==> config.mk <==
export PLATFORM = sky130hd
export DESIGN_NAME = systolic_sequencer
export DESIGN_NICKNAME = d
export VERILOG_FILES = /design/src/rtl/systolic_pkg.sv /design/src/rtl/skew_shift.sv /design/src/rtl/systolic_sequencer.sv
export SDC_FILE = /design/constraint.sdc
export NUM_CORES = 1
export LEC_CHECK = 0
export BUFFER_PORTS_ARGS = -buffer_cell sky130_fd_sc_hd__buf_2
export CAP_MARGIN = 20
export CELL_PAD_IN_SITES_DETAIL_PLACEMENT = 1
export CELL_PAD_IN_SITES_GLOBAL_PLACEMENT = 1
export CORE_MARGIN = 5
export CORE_UTILIZATION = 39
export CTS_CLUSTER_DIAMETER = 40
export CTS_CLUSTER_SIZE = 16
export DETAILED_ROUTE_END_ITERATION = 16
export PLACE_DENSITY_LB_ADDON = 0.15
export SYNTH_ARGS = -nofsm -noshare
export SYNTH_HDL_FRONTEND = slang
export SYNTH_SLANG_ARGS = --single-unit
==> constraint.sdc <==
create_clock -name clk -period 5.01 [get_ports clk]
set_clock_uncertainty 0.05 [all_clocks]
set_input_delay 0.2505 -clock clk [delete_from_list [all_inputs] [get_ports clk]]
set_output_delay 0.2505 -clock clk [all_outputs]
set_load 0.02 [all_outputs]
==> src/rtl/systolic_pkg.sv <==
// rtl/systolic_pkg.sv - shared state encoding for the systolic array sequencer
package systolic_pkg;

    typedef logic [2:0] state_t;

    localparam state_t S_IDLE  = 3'd0;
    localparam state_t S_CLEAR = 3'd1;
    localparam state_t S_FEED  = 3'd2;
    localparam state_t S_DRAIN = 3'd3;
    localparam state_t S_DONE  = 3'd4;

endpackage

==> src/rtl/skew_shift.sv <==
// rtl/skew_shift.sv - shift register producing one-cycle-per-lane skewed enables
module skew_shift #(
    parameter int W = 2
) (
    input  logic         clk,
    input  logic         rst,
    input  logic         clr,
    input  logic         in_bit,
    output logic [W-1:0] shift
);

    // Lane i repeats lane 0 delayed by i cycles.
    always_ff @(posedge clk or negedge rst) begin
        if (!rst) begin
            shift <= '0;
        end else if (clr) begin
            shift <= '0;
        end else begin
            shift <= {shift[W-2:0], in_bit};
        end
    end

endmodule

==> src/rtl/systolic_sequencer.sv <==
// rtl/systolic_sequencer.sv - job sequencer: clear, skewed operand feed, drain, result handshake
module systolic_sequencer
    import systolic_pkg::*;
#(
    parameter int N  = 2,
    parameter int M  = 2,
    parameter int KW = 8
) (
    input  logic          clk,
    input  logic          rst,
    input  logic          cmd_valid,
    output logic          cmd_ready,
    input  logic [KW-1:0] cmd_k,
    input  logic          abort,
    output logic          acc_clr,
    output logic [N-1:0]  a_en,
    output logic [M-1:0]  b_en,
    output logic [KW-1:0] rd_addr,
    output logic          res_valid,
    input  logic          res_ready,
    output logic          busy
);

    localparam int DW = $clog2(N + M);
    localparam logic [DW-1:0] DRAIN_LAST = DW'(N + M - 2);

    state_t        state;
    state_t        state_next;
    logic [KW-1:0] k_reg;
    logic [KW-1:0] k_cnt;
    logic [DW-1:0] d_cnt;
    logic          feed_next;

    always_comb begin
        state_next = state;
        case (state)
            S_IDLE:  if (cmd_valid) state_next = S_CLEAR;
            S_CLEAR: state_next = (k_reg == '0) ? S_DONE : S_FEED;
            S_FEED:  if (k_cnt == k_reg - KW'(1)) state_next = S_DRAIN;
            S_DRAIN: if (d_cnt == DRAIN_LAST) state_next = S_DONE;
            S_DONE:  if (res_ready) state_next = S_IDLE;
            default: state_next = S_IDLE;
        endcase
        if (abort && state != S_IDLE) begin
            state_next = S_IDLE;
        end
    end

    // Lane 0 is registered from the next state so every enable comes straight off a flop.
    assign feed_next = (state_next == S_FEED);

    always_ff @(posedge clk or negedge rst) begin
        if (!rst) begin
            state <= S_IDLE;
            k_reg <= '0;
            k_cnt <= '0;
            d_cnt <= '0;
        end else begin
            state <= state_next;
            if (state == S_IDLE && cmd_valid) begin
                k_reg <= cmd_k;
            end
            k_cnt <= (state == S_FEED && state_next == S_FEED) ? k_cnt + KW'(1) : '0;
            d_cnt <= (state == S_DRAIN && state_next == S_DRAIN) ? d_cnt + DW'(1) : '0;
        end
    end

    skew_shift #(.W(N)) u_a_skew (
        .clk    (clk),
        .rst    (rst),
        .clr    (abort),
        .in_bit (feed_next),
        .shift  (a_en)
    );

    skew_shift #(.W(M)) u_b_skew (
        .clk    (clk),
        .rst    (rst),
        .clr    (abort),
        .in_bit (feed_next),
        .shift  (b_en)
    );

    assign cmd_ready = (state == S_IDLE);
    assign busy      = (state != S_IDLE);
    assign acc_clr   = (state == S_CLEAR);
    assign res_valid = (state == S_DONE);
    assign rd_addr   = (state == S_FEED) ? k_cnt : '0;

endmodule

==> run_results.csv, run 1 <==
group,metric,value,unit
yosys,synth_seq_cells,23,
clock_tree,root_buffer,"clkbuf_4",
die,die_h,69.1,µm
die,dieArea,4770,µm²
critical_path,endpoint_kind,"flop",
sta,fmaxAchievable,0.446,GHz
sta,fin_setup_tns,0,ns
route,drt-vias-per-instance,5.11,
finish,multi_input_area,734,µm²
sta,period_share,44.8,%
global_route,grt_pass1_vias,1213,
placement,place.gp.congestion,0.778,
pwr,p_leak,0.738,nW
placement,dpl-instance-area,1530,µm²
global_route,overflow,0,
sta,rsz0062_at_grt,"false",
die,ios,29,
clock_tree,ctsLongestPathBuffers,2,
yosys,synth_top_area_cell,"dfrtp_1",
die,row_count,21,
pwr,ir_worst_vdd,0.245,mV
yosys,synth-async-reset-ratio,100,%
die,core,3360,µm²
yosys,yosys_warnings,0,
yosys,syn-instance-count,135,
clock_tree,cts_tree,"done",
die,start_util,40.4,%
pwr,pwr_density_cell,468,nW/µm²
finish,areaGrowthSynthToFinish,15.2,%
yosys,synth_edf_count,0,
route,drc_errors,0,
route,dr.pass1.iters,4,
yosys,synthSimpleGateAreaFrac,26.3,%
clock_tree,clk_pin_slew_worst_paths,0.13,ns
global_route,groute.usage.overall,14.2,%
run,maxCapViolCount,0,
yosys,yosys-top-cells-area,"dfrtp_1, xor2_1, mux2_2",
yosys,syn_area,1360,µm²
finish,diodes,0,
finish,num-nets-final,181,
sta,hold_viol,0,
finish,drive_above_1_share,26.4,%
clock_tree,cts.sinks,23,
critical_path,cp-start-kind,"flop",
critical_path,critPathKind,"flop to flop",
worst_hold_path,hold_path_class,"primary input to flop",
die,die_x,69.1,µm
yosys,yosys.area_share.adder,4.42,%
global_route,antenna_found_initial,0,
yosys,synth_top_family_by_area,"simple AND/OR/NAND/NOR gates",
yosys,syn_nets,152,
sta,holdWs,0.0618,ns
yosys,ys_types,39,
finish,register_area,576,µm²
clock_tree,cts_max_level,1,
critical_path,crit_required,5.19,ns
finish,fillers,415,
critical_path,crit_path_max_fanout,5,
finish,post-route-util,46.6,%
route,via_count,1068,
route,drt.antenna.violating_nets,0,
sta,setup_viol,0,
sta,report.final.slew_viol_count,0,
yosys,syn_area_per_cell,10.1,µm²
sta,maxSlewHeadroom,59.2,%
sta,fin_crit,2.24,ns
yosys,synthXorXnorAreaFrac,10.9,%
sta,worst_slew_pin_slew,0.604,ns
yosys,ys_seq_area_share,42.3,%
route,wl_per_cell,14.5,µm
clock_tree,numCtsBuffers,3,
route,drt_iter0_markers,20,
placement,port_buffers,28,
outcome,status,"completed",
yosys,synth_most_common_cell,"dfrtp_1",
route,wirelength,3.03,mm
yosys,synth.area.mux_share,4.97,%
critical_path,crit_arrival,2.42,ns
clock_tree,clock_latency,0.32,ns
placement,dpl.hpwl,2.39,mm
global_route,grt_max_degree,24,
yosys,yosys-top-cells-count,"dfrtp_1, nor2_1, and2_1, xor2_1, nand2_1",
finish,final_area,1570,µm²
yosys,synth_compound_area_share,7.45,%
yosys,synth_top_area_share,42.3,%
global_route,grt_pass1_wl,5.58,mm
yosys,ys.flop_type,"dfrtp_1",
[worst paths after layout]
check / depth (start not counted) / end / slack [ns] / start
worst max register to register: 7 / u_b_skew.shift[0]$_DFF_PN0_ / 2.77 / k_reg[0]$_DFFE_PN0P_
worst min register to register: 2 / d_cnt[1]$_DFF_PN0_ / 0.47 / d_cnt[1]$_DFF_PN0_
min in group asynchronous: 2 / k_reg[2]$_DFFE_PN0P_ / 0.38 / rst
max in group asynchronous: 2 / d_cnt[0]$_DFF_PN0_ / 4.19 / rst
worst max-delay path: 7 / u_b_skew.shift[0]$_DFF_PN0_ / 2.77 / k_reg[0]$_DFFE_PN0P_
worst min-delay path: 2 / u_a_skew.shift[1]$_DFF_PN0_ / 0.06 / abort
[cell families after synthesis]
logic type	count (synthesis)
AO/OA/AOI/OAI	12
AND/OR/NAND/NOR	62
flip-flops	23
XOR/XNOR	16
buffers and inverters	11
adder cells (fa/ha/maj)	5
multiplexers	6
[repair_timing]
item,4_1_cts,5_1_grt
hold buffers,1,0
hold endpoints to repair,23,0
endpoints found under the setup margin,0,0
buffers inserted,0,0
resized for setup,0,0
[per-stage QoR]
step	power, mW	setup WS [ns]	cells
after detailed placement	0.656	2.78	204
after CTS	0.745	2.76	209
after global routing	0.799	2.61	209
final	0.734	2.77	209
after floorplan	0.568	2.89	135
after global placement	0.643	2.84	204
[power breakdown]
part | switching [mW] | internal [mW]
logic | 0.188 | 0.156
registers | 0.0673 | 0.233
clock network | 0.0585 | 0.0312
total | 0.314 | 0.420
[layout by cell type (no fill, tap or decap), drive strengths merged, types with 6 or more instances in the layout]
master and count:
nand3 6, xor2 9, nor2 13, xnor2 7, buf 28, inv 6
mux2 6, dfrtp 23, nand2 7, and2 10
[critical path: stages (launching register included)]
cell and delay, ns:
dfrtp_1 0.43, inv_1 0.09, ha_1 0.25, nor2b_1 0.14, or3_1 0.35, a31o_1 0.25
or4_1 0.42, and3_1 0.18
[layer usage]
metal | share of wire, % | global-route usage [%] | up-vias
met2 | 54 | 26.7 | 19
met1 | 41 | 15.7 | 527
met5 | 0 | 0 | -
met4 | 1.5 | 4.56 | 0
met3 | 3.6 | 3.05 | 5
li1 | - | - | 517
[layout make-up]
class	count	share of cell area, %
multi-input cells	101	46.9
flip-flops and latches	23	36.7
repair buffers	29	9.58
well taps	46	3.67
clock buffers	4	1.68
inverters	6	1.44
(Power assumes the default switching activity.)
==> inputs of run 2 (changes only) <==
==> constraint.sdc (replaced) <==
create_clock -name clk -period 2.13 [get_ports clk]
set_clock_uncertainty 0.05 [all_clocks]
set_input_delay 0.1065 -clock clk [delete_from_list [all_inputs] [get_ports clk]]
set_output_delay 0.1065 -clock clk [all_outputs]
set_load 0.02 [all_outputs]
==> run_results.csv, run 2 (synthesized netlist as in run 1, its figures left out) <==
group,metric,value,unit
global_route,groute.usage.overall,15.5,%
global_route,grt_pass1_wl,5.98,mm
route,drt.antenna.violating_nets,0,
sta,report.final.slew_viol_count,0,
clock_tree,cts_max_level,1,
pwr,p_seq_share,35.9,%
critical_path,crit_arrival,2.27,ns
die,die_x,69.1,µm
global_route,grt_pass1_vias,1271,
route,drt-vias-per-instance,5.00,
sta,holdWs,0.152,ns
sta,maxSlewHeadroom,63.9,%
finish,layout_common_cells,"buf_2, dfrtp_1, dlygate4sd3_1",
pwr,comb_power_share,53.5,%
sta,period_share,98.3,%
clock_tree,cts_tree,"done",
finish,layout_commonest_cell,"buf_2",
placement,place.gp.congestion,0.708,
finish,num-nets-final,203,
global_route,antenna_found_initial,0,
clock_tree,cts.sinks,23,
critical_path,crit_required,2.31,ns
clock_tree,clock_latency,0.32,ns
pwr,intPower,1.15,mW
finish,final_area,1810,µm²
finish,areaGrowthSynthToFinish,32.9,%
critical_path,critPathKind,"flop to flop",
sta,fin_setup_tns,0,ns
die,ios,29,
die,die_h,69.1,µm
route,via_count,1154,
die,start_util,40.4,%
route,drc_errors,0,
worst_hold_path,hold_path_class,"primary input to flop",
placement,dpl.hpwl,2.42,mm
sta,hold_viol,0,
die,core,3360,µm²
die,row_count,21,
sta,setup_viol,0,
pwr,p_clk_share,10.7,%
pwr,pwr_density_cell,1110,nW/µm²
sta,worst_slew_pin_slew,0.542,ns
outcome,status,"completed",
pwr,p_sw,0.857,mW
clock_tree,ctsLongestPathBuffers,2,
sta,rsz0062_at_grt,"true",
placement,dpl-instance-area,1590,µm²
route,dr.pass1.iters,4,
finish,drive_above_1_share,35.1,%
finish,post-route-util,53.8,%
clock_tree,root_buffer,"clkbuf_4",
pwr,p_leak,0.848,nW
pwr,swShare,42.7,%
route,wl_per_cell,15.4,µm
placement,port_buffers,28,
die,dieArea,4770,µm²
global_route,overflow,0,
pwr,ir_worst_vdd,0.632,mV
sta,fin_crit,2.09,ns
finish,fillers,410,
route,drt_iter0_markers,10,
clock_tree,clk_pin_slew_worst_paths,0.14,ns
run,maxCapViolCount,0,
critical_path,cp-start-kind,"flop",
clock_tree,numCtsBuffers,3,
sta,fmaxAchievable,0.478,GHz
finish,diodes,0,
global_route,grt_max_degree,24,
critical_path,endpoint_kind,"flop",
route,wirelength,3.55,mm
critical_path,crit_path_max_fanout,3,
## run 2: cell type report
cell class	count	area [µm²]	share of cell area [%]
clock buffer	3	22.5	1.25
clock inverter	1	5.00	0.277
inverter	6	22.5	1.25
multi-input combinational	101	777	43.0
sequential	23	576	31.8
tap	46	57.6	3.18
timing repair buffer	51	348	19.2
## run 2: what timing repair did
action | 4_1_cts | 5_1_grt
hold buffers | 11 | 0
endpoints found under the setup margin | 1 | 10
pin swaps | 4 | 2
setup buffers | 3 | 1
hold endpoints to repair | 33 | 0
resized for setup | 4 | 9
## run 2: routing by layer
metal | vias to the layer above | part of all wire (%) | GRT usage [%]
met2 | 20 | 52 | 28.5
met4 | 0 | 2.5 | 6.29
met3 | 8 | 3.3 | 2.91
met1 | 570 | 42 | 17.2
met5 | - | 0 | 0
li1 | 556 | - | -
## run 2: power groups by stage
stage / registers, mW / logic (mW) / clock network, mW
global placement: 0.697 / 0.879 / 0
detailed placement: 0.702 / 0.906 / 0
global route: 0.740 / 1.17 / 0.239
floorplan: 0.677 / 0.659 / 0
finish: 0.720 / 1.07 / 0.214
CTS: 0.692 / 1.01 / 0.225
## run 2: path summary, 6_finish.rpt
| check | startpoint | end | slack [ns] | cells past startpoint |
|---|---|---|---|---|
| min | cmd_valid | state[0]$_DFF_PN0_ | 0.15 | 4 |
| min in group asynchronous | rst | k_reg[4]$_DFFE_PN0P_ | 0.24 | 2 |
| max in group asynchronous | rst | state[1]$_DFF_PN0_ | 1.43 | 2 |
| max reg2reg | k_reg[0]$_DFFE_PN0P_ | u_b_skew.shift[0]$_DFF_PN0_ | 0.04 | 6 |
| max | k_reg[0]$_DFFE_PN0P_ | u_b_skew.shift[0]$_DFF_PN0_ | 0.04 | 6 |
| min reg2reg | u_b_skew.shift[0]$_DFF_PN0_ | u_a_skew.shift[1]$_DFF_PN0_ | 0.48 | 1 |
## run 2: critical path, stage by stage, from the launching register on
cell and delay (ns):
dfrtp_1 0.42, buf_4 0.15, nor3_1 0.32, xnor2_2 0.15
o2111ai_2 0.16, or4_4 0.57, and3_4 0.16
## run 2: stage by stage
step	cells	setup WS, ns	power (mW)
after floorplan	135	0.0106	1.34
after global placement	212	0.0344	1.58
after detailed placement	212	-0.0427	1.61
after CTS	230	0.00366	1.93
after global routing	231	-0.0824	2.15
final	231	0.0369	2.01
==> inputs of run 3 (changes only) <==
--- a/config.mk
+++ b/config.mk
@@ -8,12 +8,13 @@
 export BUFFER_PORTS_ARGS = -buffer_cell sky130_fd_sc_hd__buf_2
 export CAP_MARGIN = 20
 export CELL_PAD_IN_SITES_DETAIL_PLACEMENT = 1
-export CELL_PAD_IN_SITES_GLOBAL_PLACEMENT = 1
+export CELL_PAD_IN_SITES_GLOBAL_PLACEMENT = 2
 export CORE_MARGIN = 5
-export CORE_UTILIZATION = 39
+export CORE_UTILIZATION = 33
 export CTS_CLUSTER_DIAMETER = 40
 export CTS_CLUSTER_SIZE = 16
 export DETAILED_ROUTE_END_ITERATION = 16
+export HOLD_SLACK_MARGIN = 0.12
 export PLACE_DENSITY_LB_ADDON = 0.15
 export SYNTH_ARGS = -nofsm -noshare
 export SYNTH_HDL_FRONTEND = slang
==> run_results.csv, run 3 (synthesized netlist as in run 1, its figures left out) <==
group,metric,value,unit
placement,dpl-instance-area,1600,µm²
clock_tree,ctsLongestPathBuffers,2,
worst_hold_path,worstHoldStart,"cmd_valid",
route,drt_iter0_markers,19,
route,via_count,1115,
clock_tree,clock_latency,0.27,ns
global_route,overflow,0,
die,core,4000,µm²
critical_path,critPathKind,"flop to flop",
placement,port_buffers,28,
sta,fin_setup_tns,0,ns
sta,fmaxAchievable,0.474,GHz
route,drc_errors,0,
route,drt.antenna.violating_nets,0,
finish,layout_common_cells,"buf_2, dfrtp_1, nor2_1",
critical_path,crit_arrival,2.23,ns
worst_hold_path,hold_end,"state[0]$_DFF_PN0_",
critical_path,cp-start-kind,"flop",
sta,report.final.slew_viol_count,0,
run,maxCapViolCount,0,
sta,period_share,99.0,%
critical_path,path_cells,"inv_2 -> ha_4 -> nor2b_4 -> or3_1 -> a31o_1 -> or4_4 -> and3_4",
finish,layout_commonest_cell,"buf_2",
critical_path,r2r-start,"k_reg[1]$_DFFE_PN0P_",
global_route,antenna_found_initial,0,
outcome,status,"completed",
critical_path,endpoint_kind,"flop",
placement,place.gp.congestion,0.792,
sta,setup_viol,0,
die,row_count,23,
die,dieArea,5500,µm²
clock_tree,cts_tree,"done",
clock_tree,clk_pin_slew_worst_paths,0.09,ns
sta,maxSlewHeadroom,63.1,%
global_route,grt_pass1_vias,1176,
die,die_x,74.2,µm
finish,final_area,1840,µm²
route,drt-vias-per-instance,4.76,
sta,hold_viol,0,
worst_hold_path,hold_path_class,"primary input to flop",
finish,drive_above_1_share,36.4,%
route,wirelength,3.45,mm
finish,num-nets-final,202,
global_route,groute.usage.overall,13.5,%
pwr,pwr_density_cell,1140,nW/µm²
route,wl_per_cell,14.7,µm
pwr,p_leak,0.856,nW
die,start_util,34.0,%
clock_tree,numCtsBuffers,3,
die,ios,29,
critical_path,ff2ff_path_depth,7,
worst_hold_path,min_delay_path_depth,4,
clock_tree,root_buffer,"clkbuf_8",
route,dr.pass1.iters,4,
critical_path,crit_required,2.25,ns
global_route,grt_pass1_wl,5.63,mm
die,die_h,74.2,µm
pwr,ir_worst_vdd,0.474,mV
global_route,grt_max_degree,24,
clock_tree,cts_max_level,1,
finish,diodes,0,
clock_tree,cts.sinks,23,
critical_path,critPathMaxStageDelay,0.44,ns
placement,dpl.hpwl,2.60,mm
critical_path,cpMaxStageDelayCell,"or4_4",
pwr,power,2.09,mW
critical_path,r2r_end,"u_b_skew.shift[0]$_DFF_PN0_",
critical_path,crit_path_max_fanout,4,
finish,post-route-util,45.9,%
finish,areaGrowthSynthToFinish,35.1,%
sta,fin_crit,2.11,ns
critical_path,r2r_slack,0.02,ns
sta,worst_slew_pin_slew,0.545,ns
==> run 3: repair_timing <==
action | 4_1_cts | 5_1_grt
endpoints found under the setup margin | 2 | 7
gates cloned | 0 | 0
setup buffers | 0 | 2
hold buffers | 11 | 0
pin swaps | 1 | 2
endpoints found under the hold margin | 33 | 0
resized for setup | 0 | 15
==> run 3: layer usage <==
metal | wire (µm) | track usage (%) | vias up
met5 | 0 | 0 | -
met1 | 1490 | 16.8 | 539
li1 | - | - | 556
met2 | 1810 | 23.3 | 16
met4 | 44 | 4.83 | 0
met3 | 106 | 2.43 | 4
==> run 3: layout make-up <==
cell class	instances	area, µm²
clock buffers	3	41.3
clock inverters	1	5.00
fillers	455	2160
inverters	6	22.5
multi-input cells	101	796
flip-flops and latches	23	577
well taps	50	62.6
repair buffers	50	333
==> run 3: stage by stage <==
| step | hold slack (ns) | std cells | setup slack (ns) |
|---|---|---|---|
| after floorplan | -0.239 | 135 | 0.0106 |
| after global placement | 0.0701 | 217 | 0.0354 |
| after detailed placement | 0.0854 | 217 | -0.0153 |
| after CTS | 0.201 | 232 | 0.00882 |
| after global routing | 0.216 | 234 | -0.0225 |
| final | 0.207 | 234 | 0.0212 |
==> run 3: worst max-delay path by stage <==
stage                         startpoint                           to  slack (ns)  cells past startpoint
floorplan           k_reg[0]$_DFFE_PN0P_  u_b_skew.shift[0]$_DFF_PN0_        0.01                      7
global placement    k_reg[2]$_DFFE_PN0P_  u_b_skew.shift[0]$_DFF_PN0_        0.04                      5
detailed placement  k_reg[0]$_DFFE_PN0P_  u_b_skew.shift[0]$_DFF_PN0_       -0.02                      7
CTS                 k_reg[0]$_DFFE_PN0P_  u_b_skew.shift[0]$_DFF_PN0_       0.009                      7
global route        k_reg[1]$_DFFE_PN0P_  u_b_skew.shift[0]$_DFF_PN0_       -0.02                      7
finish              k_reg[1]$_DFFE_PN0P_  u_b_skew.shift[0]$_DFF_PN0_        0.02                      7
==> run 3: power by group <==
| part | internal (mW) | switching, mW | total (mW) |
|---|---|---|---|
| Sequential | 0.551 | 0.171 | 0.722 |
| Clock | 0.131 | 0.145 | 0.276 |
| Combinational | 0.543 | 0.551 | 1.09 |
| Total | 1.22 | 0.866 | 2.09 |
==> run 3: critical path: cells and delay by family (launching register included) <==
family / cells / cell delay, ns
buf+inv: 1 / 0.08
simple gates: 4 / 1.08
flops: 1 / 0.41
fa+ha+maj: 1 / 0.17
compound gates: 1 / 0.23
